## config.mk

```make
export PLATFORM = sky130hd
export DESIGN_NAME = stream_classifier
export DESIGN_NICKNAME = d
export VERILOG_FILES = /design/src/rtl/classifier_pkg.sv /design/src/rtl/bin_fifo.sv /design/src/rtl/stream_classifier.sv
export SDC_FILE = /design/constraint.sdc
export NUM_CORES = 1
export LEC_CHECK = 0
export ABC_AREA = 1
export CORE_MARGIN = 1
export CORE_UTILIZATION = 52
export DETAILED_ROUTE_END_ITERATION = 8
export PLACE_DENSITY = 0.72
export SLEW_MARGIN = 20
export SYNTH_ARGS = -nofsm -noshare
export SYNTH_HDL_FRONTEND = slang
export SYNTH_SLANG_ARGS = --single-unit
export TNS_END_PERCENT = 50
```

## constraint.sdc

```tcl
create_clock -name clk -period 4.8 [get_ports clk]
set_input_delay 0.72 -clock clk [delete_from_list [all_inputs] [get_ports clk]]
set_output_delay 0.72 -clock clk [all_outputs]
set_load 0.03 [all_outputs]
```

## src/rtl/classifier_pkg.sv

```systemverilog
// Shared types for stream_classifier: bin indices, FSM states and drop counter width.
package classifier_pkg;

    localparam int NUM_BINS = 4;
    localparam int DROP_W   = 8;

    typedef logic [1:0] bin_t;

    typedef enum logic [1:0] {
        BIN_DIV_A = 2'd0,
        BIN_DIV_B = 2'd1,
        BIN_EVEN  = 2'd2,
        BIN_ODD   = 2'd3
    } bin_e;

    typedef enum logic [1:0] {
        COLLECT = 2'd0,
        DRAIN   = 2'd1,
        DONE    = 2'd2
    } state_e;

endpackage

```

## src/rtl/bin_fifo.sv

```systemverilog
// Single-bin FIFO: DEPTH x DATA_W storage with occupancy count and a synchronous clear.
module bin_fifo #(
    parameter int DATA_W = 8,
    parameter int DEPTH  = 8
) (
    input  logic                       clk,
    input  logic                       reset,
    input  logic                       clear,
    input  logic                       wr_en,
    input  logic [DATA_W-1:0]          wr_data,
    input  logic                       rd_en,
    output logic [DATA_W-1:0]          rd_data,
    output logic [$clog2(DEPTH):0]     count,
    output logic                       full,
    output logic                       empty
);

    localparam int PTR_W = $clog2(DEPTH);

    logic [DATA_W-1:0] mem [DEPTH];
    logic [PTR_W-1:0]  wr_ptr_reg;
    logic [PTR_W-1:0]  rd_ptr_reg;
    logic [PTR_W:0]    count_reg;
    logic              do_wr;
    logic              do_rd;

    assign full    = (count_reg == (PTR_W+1)'(DEPTH));
    assign empty   = (count_reg == '0);
    assign do_wr   = wr_en && !full;
    assign do_rd   = rd_en && !empty;
    assign count   = count_reg;
    // Combinational read so the drain stream can sustain one beat per cycle.
    assign rd_data = mem[rd_ptr_reg];

    always_ff @(posedge clk) begin
        if (do_wr) begin
            mem[wr_ptr_reg] <= wr_data;
        end
    end

    always_ff @(posedge clk) begin
        if (!reset || clear) begin
            wr_ptr_reg <= '0;
            rd_ptr_reg <= '0;
            count_reg  <= '0;
        end else begin
            if (do_wr) wr_ptr_reg <= wr_ptr_reg + 1'b1;
            if (do_rd) rd_ptr_reg <= rd_ptr_reg + 1'b1;
            case ({do_wr, do_rd})
                2'b10:   count_reg <= count_reg + 1'b1;
                2'b01:   count_reg <= count_reg - 1'b1;
                default: count_reg <= count_reg;
            endcase
        end
    end

endmodule

```

## src/rtl/stream_classifier.sv

```systemverilog
// Collects a framed stream into four divisibility/parity bins, then drains them in bin order.
// Optional: define STREAM_CLASSIFIER_ZERO_DROP_EN to silently discard zero-valued inputs.
module stream_classifier
    import classifier_pkg::*;
#(
    parameter int DATA_W = 8,
    parameter int DEPTH  = 8,
    parameter int DIV_A  = 6,
    parameter int DIV_B  = 3
) (
    input  logic              clk,
    input  logic              reset,
    input  logic              in_valid,
    output logic              in_ready,
    input  logic [DATA_W-1:0] in_data,
    input  logic              in_last,
    output logic              out_valid,
    input  logic              out_ready,
    output logic [DATA_W-1:0] out_data,
    output logic [1:0]        out_bin,
    output logic              out_last,
    output logic              busy,
    output logic              done,
    output logic              overflow,
    output logic [DROP_W-1:0] drop_count
);

    localparam int CNT_W = $clog2(DEPTH) + 1;
    localparam logic [DATA_W-1:0] DIV_A_V = DATA_W'(DIV_A);
    localparam logic [DATA_W-1:0] DIV_B_V = DATA_W'(DIV_B);

    function automatic bin_t classify(input logic [DATA_W-1:0] v);
        if (v % DIV_A_V == '0)      return BIN_DIV_A;
        else if (v % DIV_B_V == '0) return BIN_DIV_B;
        else if (!v[0])             return BIN_EVEN;
        else                        return BIN_ODD;
    endfunction

    state_e state_reg, state_next;
    logic              overflow_reg;
    logic [DROP_W-1:0] drop_count_reg;

    logic [NUM_BINS-1:0]             wr_en, rd_en, full, empty;
    logic [NUM_BINS-1:0][CNT_W-1:0]  count;
    logic [NUM_BINS-1:0][DATA_W-1:0] rd_data;

    bin_t in_bin, cur_bin;
    logic accept, zero_skip, store_ok, drop, any_data, higher_data, clear, out_fire;

    assign in_bin   = classify(in_data);
    assign in_ready = reset && (state_reg == COLLECT);
    assign accept   = in_valid && in_ready;

`ifdef STREAM_CLASSIFIER_ZERO_DROP_EN
    assign zero_skip = (in_data == '0);
`else
    assign zero_skip = 1'b0;
`endif

    assign store_ok = accept && !zero_skip && !full[in_bin];
    assign drop     = accept && !zero_skip &&  full[in_bin];
    assign clear    = (state_reg == DONE);
    assign any_data = ~&empty;

    // Drained bins empty out, so the lowest non-empty bin is always the current one.
    always_comb begin
        cur_bin     = '0;
        higher_data = 1'b0;
        for (int i = NUM_BINS - 1; i >= 0; i--) begin
            if (!empty[i]) cur_bin = bin_t'(i);
        end
        for (int i = 0; i < NUM_BINS; i++) begin
            if (!empty[i] && (bin_t'(i) > cur_bin)) higher_data = 1'b1;
        end
    end

    assign out_valid  = (state_reg == DRAIN) && any_data;
    assign out_data   = out_valid ? rd_data[cur_bin] : '0;
    assign out_bin    = out_valid ? cur_bin : '0;
    assign out_last   = out_valid && (count[cur_bin] == CNT_W'(1)) && !higher_data;
    assign out_fire   = out_valid && out_ready;
    assign busy       = (state_reg == DRAIN);
    assign done       = (state_reg == DONE);
    assign overflow   = overflow_reg;
    assign drop_count = drop_count_reg;

    for (genvar gi = 0; gi < NUM_BINS; gi++) begin : g_bin
        assign wr_en[gi] = store_ok && (in_bin == bin_t'(gi));
        assign rd_en[gi] = out_fire && (cur_bin == bin_t'(gi));

        bin_fifo #(
            .DATA_W (DATA_W),
            .DEPTH  (DEPTH)
        ) u_fifo (
            .clk     (clk),
            .reset   (reset),
            .clear   (clear),
            .wr_en   (wr_en[gi]),
            .wr_data (in_data),
            .rd_en   (rd_en[gi]),
            .rd_data (rd_data[gi]),
            .count   (count[gi]),
            .full    (full[gi]),
            .empty   (empty[gi])
        );
    end

    always_comb begin
        state_next = state_reg;
        case (state_reg)
            COLLECT: if (accept && in_last) state_next = DRAIN;
            DRAIN: begin
                if (!any_data)                 state_next = DONE;
                else if (out_fire && out_last) state_next = DONE;
            end
            DONE:    state_next = COLLECT;
            default: state_next = COLLECT;
        endcase
    end

    always_ff @(posedge clk) begin
        if (!reset) begin
            state_reg <= COLLECT;
        end else begin
            state_reg <= state_next;
        end
    end

    always_ff @(posedge clk) begin
        if (!reset || clear) begin
            overflow_reg   <= 1'b0;
            drop_count_reg <= '0;
        end else if (drop) begin
            overflow_reg <= 1'b1;
            if (drop_count_reg != '1) drop_count_reg <= drop_count_reg + 1'b1;
        end
    end

endmodule

```

==> impl_metrics.ini <==
[outcome]
status = finished, final reports clean

[finish]
fin_util_pct = 62.4
areaGrowthSynthToFinish_pct = 18.0
drive_gt1_share_pct = 14.8
nets = 1413
largest_reg_flops = 256
final_cells = 1737

[setup_path]
worstSetupPathType = reg -> out
reg2reg_to = g_bin[2].u_fifo.count[2]
critPathRequiredTime_ps = 4080
start_kind = flip-flop
cp_max_fo = 6
worstRegToRegCells = 16
r2r_slack_ps = 990
end_kind = output port
r2r-start = g_bin[1].u_fifo.count[1]
crit_arrival_ps = 3890
crit_end = out_data[6]
crit_start = g_bin[1].u_fifo.count[1]

[logic_synthesis]
synth_ff_type = edfxtp_1
mappedNetlistNets = 1287
synth-async-reset-ratio_pct = 0
yosys.area.top_type = edfxtp_1
netlist_area_sq_um = 13800
ys_ff_latch = 319
synth_top_area_share_pct = 55.8
syn_area_per_cell_sq_um = 11.0
yosysMostFrequentCell = edfxtp_1
ys_types = 48
synth_common_cells = 256 x edfxtp_1, 199 x nand2_1, 136 x nor2_1, 109 x a21oi_1
post_synth_main_area_contributors = edfxtp_1 56%, dfxtp_1 9.1%, nand2_1 5.4%
synth_edf_count = 256
ys_warn_count = 0
ys_seq_area_share_pct = 64.9
synthCells = 1248

[hold_path]
hold_class = reg -> reg

[cts]
cts_made_buffers = 35
clk_path_buf_depth = 3
cts_sinks = 319
cts_tree = built
cts_resized = 0
clk_pin_slew_ps = 60
root_buffer = clkbuf_16
cts_setup_buffers = 0
cts_hold_buf = 0
clk-insertion-delay-late_ps = 530
ctsHtreeMaxLevel = 2

[route]
routed-via-count = 9943
wl_per_cell_microns = 19.3
postRouteWirelength_mm = 33.4
drc = 0
drtPass1Iterations = 5
ant_nets = 0
drtIter0Drc = 905
viasPerCell = 5.72

[placement]
portBuffers = 36
place_ws_ps = -407
place.gp.congestion = 0.854
dp.cells = 1672
dp_hpwl_mm = 22.1

[floorplan]
ios = 37
fp.dieW_microns = 165
coreArea_sq_um = 26100
initial_core_util_pct = 52.9
die-area_sq_um = 27200
rows = 59
dieHeight_microns = 165

[timing]
tightest_slew_ps = 901
max_freq_mhz = 217
setup_viol = 0
fin_crit_sh_pct = 96.1
clock_skew_ps = 24.4
hold_viol_final = 0
post-route-min-period_ps = 4610
fin_ws_ps = 188
rsz0062_at_grt = false
final-max-slew-violation-count = 0
slew_headroom_pct = 39.8
fin_hold_ws_ps = 470

[global_route]
grt_max_degree = 38
overflow = 0
grt_use_total_pct = 25.4
grt_pass1_vias = 9622
grt_pass1_wl_mm = 52.0
antenna_found_initial = 1

[power_and_ir_drop]
p_leak_nw = 6.01
p_per_area_nw_per_um2 = 380
max-vdd-ir-drop_mv = 0.282

[flow_run]
cap_violations = 0
-- power breakdown --
group          leakage, nW  switching (mW)  internal (mW)
sequential            2.81          0.0170           3.01
clock                0.551            1.07           1.51
combinational         2.64           0.387          0.198
total                 6.01            1.47           4.72
-- area by class of cell --
| class | count | area, sq um |
|---|---|---|
| Fill cell | 2027 | 9790 |
| Sequential cell | 319 | 8950 |
| Multi-Input combinational cell | 789 | 4310 |
| Timing Repair Buffer | 138 | 1140 |
| Clock buffer | 46 | 947 |
| Tap cell | 335 | 419 |
| Inverter | 91 | 347 |
| Clock inverter | 18 | 154 |
| Antenna cell | 1 | 2.50 |
-- cell families after synthesis --
logic type,share of synthesized area [%]
compound gates,12.0
xor+xnor,1.21
fa+ha+maj,2.47
buf+inv,3.89
flops,64.9
mux,0.581
simple gates,14.9
-- through the flow --
step | setup TNS, ps | instance area [sq um] | power [mW]
2_1_floorplan | 0 | 13800 | 3.39
3_3_place_gp | -505 | 15100 | 3.65
3_5_place_dp | -1890 | 15100 | 3.66
4_1_cts | 0 | 16200 | 6.22
5_1_grt | 0 | 16300 | 6.38
6_report | 0 | 16300 | 6.19
-- worst min-delay path by stage --
stage                                        from                             to  slack, ps  depth (start not counted)
finish                                   overflow                       overflow        470                          2
global route             g_bin[0].u_fifo.count[0]       g_bin[0].u_fifo.count[0]        510                          2
CTS                                      overflow                       overflow        480                          2
detailed placement                       overflow                       overflow        460                          2
global placement    g_bin[0].u_fifo.rd_ptr_reg[0]  g_bin[0].u_fifo.rd_ptr_reg[0]        460                          1
floorplan           g_bin[3].u_fifo.rd_ptr_reg[0]                      flip-flop        450                          1
-- critical path: stages (launching register included) --
cell and delay [ps]:
dfxtp_1 370, nor2_1 110, inv_1 60, nor3_1 300, inv_1 160, nor3_1 300, clkinv_1 180, nor2_2 370
inv_1 280, nor2_1 140, o21ai_0 120, buf_4 190, o31ai_1 60, a311oi_1 110, clkdlybuf4s50_1 640
-- cell usage in the layout, fill, tap and decap left out, types with 19 or more instances in the layout --
master | Yosys | routed
edfxtp_1 | 256 | 256
nand2_1 | 199 | 199
nor2_1 | 136 | 135
a21oi_1 | 109 | 109
buf_4 | 0 | 102
inv_1 | 83 | 83
o21ai_0 | 83 | 83
dfxtp_1 | 63 | 63
nand3_1 | 46 | 46
clkbuf_16 | 0 | 35
clkdlybuf4s50_1 | 0 | 32
a221oi_1 | 30 | 30
ha_1 | 24 | 23
nor3_1 | 21 | 21
nand2_2 | 19 | 19
-- per-layer routing --
layer	up-vias	routed length, microns	track usage [%]
met5	-	0	0
met4	0	1060	10.1
met3	69	2510	4.70
met2	396	15800	40.9
met1	4743	14100	34.2
li1	4735	-	-
Power figures use the tool's default switching activity.
